==> config.mk <==
export PLATFORM = sky130hd
export DESIGN_NAME = alu_seq_ctrl
export DESIGN_NICKNAME = d
export VERILOG_FILES = /design/src/rtl/alu_seq_ctrl_pkg.sv /design/src/rtl/alu_seq_timer.sv /design/src/rtl/alu_seq_ctrl.sv
export SDC_FILE = /design/constraint.sdc
export NUM_CORES = 1
export LEC_CHECK = 0
export ABC_AREA = 0
export ABC_CLOCK_PERIOD_IN_PS = 2200
export CORE_AREA = 2 2 76 78
export DETAILED_ROUTE_END_ITERATION = 7
export DIE_AREA = 0 0 78 80
export GPL_ROUTABILITY_DRIVEN = 0
export PLACE_DENSITY = 0.74
export SKIP_LAST_GASP = 1
export SLEW_MARGIN = 10
export SYNTH_ARGS = -nofsm -noshare
export SYNTH_HDL_FRONTEND = slang
export SYNTH_SLANG_ARGS = --single-unit
==> constraint.sdc <==
create_clock -name i_clk -period 2.2 [get_ports i_clk]
set_input_delay 0.44 -clock i_clk [delete_from_list [all_inputs] [get_ports i_clk]]
set_output_delay 0.44 -clock i_clk [all_outputs]
set_load 0.02 [all_outputs]
==> src/rtl/alu_seq_ctrl_pkg.sv <==
// Shared types and opcode decode for the ALU sequencer, kept in one place so the
// controller and the ALU agree on what each opcode does.
package alu_seq_ctrl_pkg;

    localparam int unsigned OpW    = 5;
    localparam int unsigned ImmW   = 5;
    localparam int unsigned TimerW = 4;

    typedef enum logic [2:0] {
        IDLE,
        FETCH,
        EXEC,
        MEM,
        WB,
        DONE
    } ctrl_state_t;

    typedef enum logic [OpW-1:0] {
        OpNop   = 5'd0,
        OpAdd   = 5'd1,
        OpSub   = 5'd2,
        OpAnd   = 5'd3,
        OpOr    = 5'd4,
        OpXor   = 5'd5,
        OpShl   = 5'd6,
        OpShr   = 5'd7,
        OpAddi  = 5'd8,
        OpSubi  = 5'd9,
        OpAndi  = 5'd10,
        OpOri   = 5'd11,
        OpXori  = 5'd12,
        OpMov   = 5'd13,
        OpLoad  = 5'd16,
        OpStore = 5'd17,
        OpBeq   = 5'd20,
        OpBne   = 5'd21,
        OpBle   = 5'd22,
        OpBlt   = 5'd23,
        OpJump  = 5'd24
    } op_mne_t;

    function automatic logic is_branch(input logic [OpW-1:0] op);
        case (op)
            OpBeq, OpBne, OpBle, OpBlt: is_branch = 1'b1;
            default:                    is_branch = 1'b0;
        endcase
    endfunction

    function automatic logic is_mem(input logic [OpW-1:0] op);
        case (op)
            OpLoad, OpStore: is_mem = 1'b1;
            default:         is_mem = 1'b0;
        endcase
    endfunction

    function automatic logic is_jump(input logic [OpW-1:0] op);
        is_jump = (op == OpJump);
    endfunction

    // Undefined encodings fall through to 0 and behave as a non-writing NOP.
    function automatic logic writes_reg(input logic [OpW-1:0] op);
        case (op)
            OpAdd, OpSub, OpAnd, OpOr, OpXor, OpShl, OpShr,
            OpAddi, OpSubi, OpAndi, OpOri, OpXori, OpMov,
            OpLoad:  writes_reg = 1'b1;
            default: writes_reg = 1'b0;
        endcase
    endfunction

endpackage

==> src/rtl/alu_seq_timer.sv <==
// Down-counter guarding the data-memory handshake; flags the last permitted wait cycle.
module alu_seq_timer #(
    parameter int unsigned CntW = 4
) (
    input  logic            i_clk,
    input  logic            i_rst_n,
    input  logic            i_load,
    input  logic [CntW-1:0] i_load_val,
    input  logic            i_en,
    output logic            o_expire
);

    logic [CntW-1:0] r_cnt;

    always_ff @(posedge i_clk or negedge i_rst_n) begin
        if (!i_rst_n) begin
            r_cnt <= '0;
        end else if (i_load) begin
            r_cnt <= i_load_val;
        end else if (i_en && (r_cnt != '0)) begin
            r_cnt <= r_cnt - CntW'(1);
        end
    end

    // Asserted during the final wait cycle so the owner can give up on that same edge.
    assign o_expire = i_en && (r_cnt == CntW'(1));

endmodule

==> src/rtl/alu_seq_ctrl.sv <==
// Multi-cycle instruction sequencer: fetch, execute, optional memory handshake and
// writeback, with PC update and branch resolution from the ALU Zero flag.
module alu_seq_ctrl
    import alu_seq_ctrl_pkg::*;
#(
    parameter int unsigned PCW         = 8,
    parameter int unsigned PROG_LEN    = 256,
    parameter int unsigned MEM_TIMEOUT = 15
) (
    input  logic            i_clk,
    input  logic            i_rst_n,
    input  logic            i_start,
    input  logic [OpW-1:0]  i_inst_op,
    input  logic [ImmW-1:0] i_inst_imm,
    input  logic            i_alu_zero,
    input  logic            i_mem_ack,
    output logic [PCW-1:0]  o_pc,
    output logic [OpW-1:0]  o_alu_op,
    output logic [ImmW-1:0] o_alu_imm,
    output logic            o_reg_wr_en,
    output logic            o_mem_req,
    output logic            o_mem_wr_en,
    output logic            o_busy,
    output logic            o_done,
    output logic            o_err
);

    localparam int unsigned TimeoutClamped =
        (MEM_TIMEOUT < 1) ? 1 : ((MEM_TIMEOUT > 15) ? 15 : MEM_TIMEOUT);
    localparam logic [TimerW-1:0] TimeoutLoad = TimerW'(TimeoutClamped);
    localparam logic [PCW-1:0]    LastPc      = PCW'(PROG_LEN - 1);

    ctrl_state_t     r_state;
    logic [PCW-1:0]  r_pc;
    logic [OpW-1:0]  r_ir_op;
    logic [ImmW-1:0] r_ir_imm;
    logic [OpW-1:0]  r_alu_op;
    logic [ImmW-1:0] r_alu_imm;
    logic            r_br_cond;
    logic            r_reg_wr_en;
    logic            r_mem_req;
    logic            r_mem_wr_en;
    logic            r_busy;
    logic            r_done;
    logic            r_err;

    logic            w_timer_load;
    logic            w_timer_en;
    logic            w_timer_expire;
    logic [PCW-1:0]  w_imm_sext;
    logic [PCW-1:0]  w_pc_inc;
    logic [PCW-1:0]  w_pc_branch;
    logic [PCW-1:0]  w_pc_jump;
    logic            w_taken;
    logic            w_jump;
    logic            w_last;

    // Size casts of a signed value sign-extend (or truncate for tiny PCW); PC math wraps.
    assign w_imm_sext  = PCW'($signed(r_ir_imm));
    assign w_pc_inc    = r_pc + PCW'(1);
    assign w_pc_branch = r_pc + w_imm_sext;
    assign w_pc_jump   = PCW'(r_ir_imm);
    assign w_taken     = is_branch(r_ir_op) && r_br_cond;
    assign w_jump      = is_jump(r_ir_op);
    assign w_last      = (r_pc == LastPc);

    assign w_timer_load = (r_state == EXEC) && is_mem(r_ir_op);
    assign w_timer_en   = (r_state == MEM);

    alu_seq_timer #(
        .CntW (TimerW)
    ) u_timer (
        .i_clk      (i_clk),
        .i_rst_n    (i_rst_n),
        .i_load     (w_timer_load),
        .i_load_val (TimeoutLoad),
        .i_en       (w_timer_en),
        .o_expire   (w_timer_expire)
    );

    always_ff @(posedge i_clk or negedge i_rst_n) begin
        if (!i_rst_n) begin
            r_state     <= IDLE;
            r_pc        <= '0;
            r_ir_op     <= '0;
            r_ir_imm    <= '0;
            r_alu_op    <= '0;
            r_alu_imm   <= '0;
            r_br_cond   <= 1'b0;
            r_reg_wr_en <= 1'b0;
            r_mem_req   <= 1'b0;
            r_mem_wr_en <= 1'b0;
            r_busy      <= 1'b0;
            r_done      <= 1'b0;
            r_err       <= 1'b0;
        end else begin
            r_reg_wr_en <= 1'b0;
            unique case (r_state)
                IDLE: begin
                    if (i_start) begin
                        r_pc    <= '0;
                        r_err   <= 1'b0;
                        r_busy  <= 1'b1;
                        r_state <= FETCH;
                    end
                end
                FETCH: begin
                    r_ir_op   <= i_inst_op;
                    r_ir_imm  <= i_inst_imm;
                    r_alu_op  <= i_inst_op;
                    r_alu_imm <= i_inst_imm;
                    r_state   <= EXEC;
                end
                EXEC: begin
                    r_br_cond <= is_branch(r_ir_op) && i_alu_zero;
                    if (is_mem(r_ir_op)) begin
                        r_mem_req   <= 1'b1;
                        r_mem_wr_en <= (r_ir_op == OpStore);
                        r_state     <= MEM;
                    end else begin
                        r_reg_wr_en <= writes_reg(r_ir_op);
                        r_state     <= WB;
                    end
                end
                MEM: begin
                    // An ack on the final wait cycle still completes the access.
                    if (i_mem_ack) begin
                        r_mem_req   <= 1'b0;
                        r_mem_wr_en <= 1'b0;
                        r_reg_wr_en <= writes_reg(r_ir_op);
                        r_state     <= WB;
                    end else if (w_timer_expire) begin
                        r_mem_req   <= 1'b0;
                        r_mem_wr_en <= 1'b0;
                        r_err       <= 1'b1;
                        r_busy      <= 1'b0;
                        r_done      <= 1'b1;
                        r_state     <= DONE;
                    end
                end
                WB: begin
                    if (w_taken) begin
                        r_pc    <= w_pc_branch;
                        r_state <= FETCH;
                    end else if (w_jump) begin
                        r_pc    <= w_pc_jump;
                        r_state <= FETCH;
                    end else if (w_last) begin
                        r_busy  <= 1'b0;
                        r_done  <= 1'b1;
                        r_state <= DONE;
                    end else begin
                        r_pc    <= w_pc_inc;
                        r_state <= FETCH;
                    end
                end
                DONE: begin
                    if (!i_start) begin
                        r_done  <= 1'b0;
                        r_state <= IDLE;
                    end
                end
                default: begin
                    r_state <= IDLE;
                end
            endcase
        end
    end

    assign o_pc        = r_pc;
    assign o_alu_op    = r_alu_op;
    assign o_alu_imm   = r_alu_imm;
    assign o_reg_wr_en = r_reg_wr_en;
    assign o_mem_req   = r_mem_req;
    assign o_mem_wr_en = r_mem_wr_en;
    assign o_busy      = r_busy;
    assign o_done      = r_done;
    assign o_err       = r_err;

endmodule

==> results of run 1 <==
==> kinds of logic after synthesis <==
| family | count (synthesis) | synth area share (%) |
|---|---|---|
| AOI/OAI and AO/OA | 77 | 23.6 |
| xor gates and xnor gates | 13 | 5.41 |
| adders and majority gates | 11 | 6.90 |
| buffers and inverters | 14 | 2.97 |
| DFF | 32 | 38.1 |
| muxes | 10 | 5.24 |
| and+or+nand+nor | 70 | 17.8 |
==> state kept, by name, indices dropped and copies added (netlist names) <==
name and flops:
r_state 3, o_done 1, o_busy 1, o_alu_op 5, o_alu_imm 5, o_pc 8, o_reg_wr_en 1, o_mem_wr_en 1
o_err 1, o_mem_req 1, r_br_cond 1, u_timer.r_cnt 4
==> per-stage QoR <==
| step | setup WS, ns | hold slack, ns | util [%] | instances | power, mW |
|---|---|---|---|---|---|
| 6_report | 0.162 | 0.547 | 49.4 | 344 | 3.32 |
| 5_1_grt | 0.0410 | 0.577 | 49.4 | 344 | 3.60 |
| 4_1_cts | 0.159 | 0.550 | 49.4 | 344 | 3.34 |
| 3_5_place_dp | 0.197 | 0.533 | 47.8 | 337 | 2.89 |
| 3_3_place_gp | 0.203 | 0.530 | 47.8 | 337 | 2.87 |
| 2_1_floorplan | 0.198 | 0.144 | - | 227 | 2.28 |
==> final cells by class <==
cell class                 count  area (sq um)
tap                           72          90.1
clock buffer                   5          68.8
inverter                       8          30.0
multi-input combinational    181          1240
clock inverter                 2          12.5
fill                         515          2740
sequential                    32           801
timing repair buffer          44           425
==> worst paths after layout <==
check | from | to | slack (ns) | depth (start not counted)
max in group asynchronous | i_rst_n | r_state[2] | 1.34 | 2
min in group i_clk | o_mem_req | o_mem_req | 0.55 | 2
hold / removal | i_rst_n | o_alu_imm[4] | 0.55 | 2
hold reg to reg | o_mem_req | o_mem_req | 0.55 | 2
setup / recovery | o_alu_imm[0] | o_pc[6] | 0.16 | 7
setup reg to reg | o_alu_imm[0] | o_pc[6] | 0.16 | 7
==> layer usage <==
layer	wire (um)	vias to the layer above	track usage (%)
li1	-	933	-
met1	2160	912	22.5
met2	2350	64	27.5
met3	324	8	4.19
met4	63	0	5.79
met5	0	-	0
==> synth_stat cells, drive strengths merged (7+ instances only) <==
master / number
a21oi: 19
dfrtp: 32
ha: 10
inv: 7
mux2: 8
nand2: 22
nor2: 19
o211ai: 7
o21ai: 23
xnor2: 7
==> worst register-to-register path: cells and delay by family, from the launching register on <==
family,cells,cell delay [ns]
AO/OA/AOI/OAI,4,0.68
XOR/XNOR,1,0.16
adder cells (fa/ha/maj),2,0.64
flip-flops,1,0.41
==> power breakdown <==
| part | switching (mW) | internal [mW] |
|---|---|---|
| Clock | 0.218 | 0.214 |
| Combinational | 0.921 | 0.834 |
| Sequential | 0.331 | 0.806 |
| Total | 1.47 | 1.85 |
==> results.txt, run 1 <==
----------------------------------------------------
[Final layout]
  Most frequent standard cell in the layout excluding fill and tap cells ... clkdlybuf4s50_1
  Area growth syn-to-layout ... 26.8%
  Diode count ... 0
  Layout cell share with drive strength beyond 1 ... between 10% and 20%
  Final Instance Area ... about 2700 sq um
  Most used cells in the layout excluding fill and tap cells ... 38 x clkdlybuf4s50_1, 32 x dfrtp_1, 23 x o21ai_0
  Total number of nets in the final design ... approximately 300

[Die]
  Starting Density ... roughly two fifths
  Die Y-Extent ... around 80 um
  Core Region ... 5410 sq um
  Overall die width ... a little under 80 um
  Std cell rows ... 27
  I/O pin count ... 39
  Die area ... between 6000 and 7000 sq um

[Detailed routing]
  Drt first pass iters ... 4
  Number of violations reported at the end of detailed-routing iteration 0 ... roughly 180
  Vias after detailed routing ... about 1900
  Routed length per placed instance ... between 10 and 15 um
  Total length of routed wires ... around 4900 um
  Count of antenna-violating nets left after detailed routing ... 0
  Vias per std cell ... 5.57
  Number of design rule violations left after detail routing ... 0

[CTS]
  H-tree depth ... 2
  CTS Buf Count ... 5
  TritonCTS clock tree ... yes
  Clock slew at the register clock pins of the worst setup and hold paths ... roughly 0.070 ns
  CTS-repair resized insts ... 0
  Postcts setup bufs ... 0
  Sinks on Clock Net ... 32
  Clock tree root buffer cell ... clkbuf_8
  Maximum buffer depth of the clock tree ... 2
  Quantity of hold-fixing buffers added after cts ... 0
  Clk_lat worst skew ... 0.29 ns

[Critical path]
  Data arrival time of the critical path ... between 2 and 2.5 ns
  Slowest stage cell on the critical path ... fa_1
  CP Buf/Inv Count ... 0
  Maximum fanout encountered on the critical timing path ... 4
  Type of the worst setup path ... flip-flop to flip-flop
  Kind of start point of the critical path ... flip-flop
  Crit path capture type ... flip-flop
  Slowest stage delay, CP ... approximately 0.42 ns
  Cell chain of the critical path ... ha_1, fa_1, a211oi_1, o21bai_1, a21oi_1, xor2_1, o22ai_1
  Family with the most delay on the worst path ... compound AO/OA/AOI/OAI gates
  Endpoint required time on the critical path ... about 2.4 ns

[Synthesis]
  Synthesized area per cell ... ~9.3 sq um
  Leading area contributor after synthesis ... dfrtp_1
  Synth unique cells ... about 50
  Proportion of synthesized chip area in sequential cells ... between 30% and 40%
  Net count after synthesis ... 253
  Post-synthesis sequential element count ... 32
  Post-synth top area share ... between 30% and 40%
  Primary FF master, synth ... dfrtp_1
  Main area contributors after synthesis ... dfrtp_1 38%, ha_1 5.9%, o21ai_0 5.5%
  Share of synthesized flip-flops with an asynchronous set or reset ... 100%
  Yosys warning count ... 0
  Area of the mapped netlist ... about 2100 sq um
  Number of synthesized flops with an enable pin ... 0
  Gate count of the mapped netlist ... 227

[Placed design]
  HPWL reported at the end of detailed placement ... approximately 3600 um
  Port buffer count ... 38
  Instance area after placement ... between 2000 and 3000 sq um

[STA]
  Setup Viol. Count Final ... 0
  Clock skew after layout ... around 0.013 ns
  Maximum clock rate ... 491 MHz
  Final-report hold violation count ... 0
  RSZ-0062 raised after global routing ... false
  Fraction of the cycle the final worst path needs ... between 90% and 100%
  Minimum clock period after layout ... 2.04 ns
  Max-slew violations ... 0
  Final sum of negative setup slack ... 0 ns
  Worst relative slew slack ... around three fifths
  Worst Max-Slew Pin Slew ... just under 0.6 ns

[Global routing]
  Antenna violations before repair ... 0
  Via count of the first global-routing pass ... 1854
  Global route total overflow ... 0
  Pin count of the biggest net entering global routing ... 33
  Total Routing Usage GR ... between 10% and 20%
  Wire length of the first global-routing pass ... ~8500 um

[Pwr]
  Power density over cell area ... 1250 nW/um^2
  Worst VDD drop ... 0.813 mV
  Leakage ... about 1.1 nW

[Worst hold path]
  Class of the tightest hold or removal check ... input port to asynchronous set/reset pin

[Run]
  # Max-Cap Violations ... 0

[Run status]
  Run status ... finished clean

----------------------------------------------------
Note: power is estimated with default switching activity, not from simulation.
==> inputs of run 2 (changes only) <==
CAP_MARGIN = 15   (was unset)
==> results of run 2 <==
Final layout, timing and power as in run 1 (identical DEF).
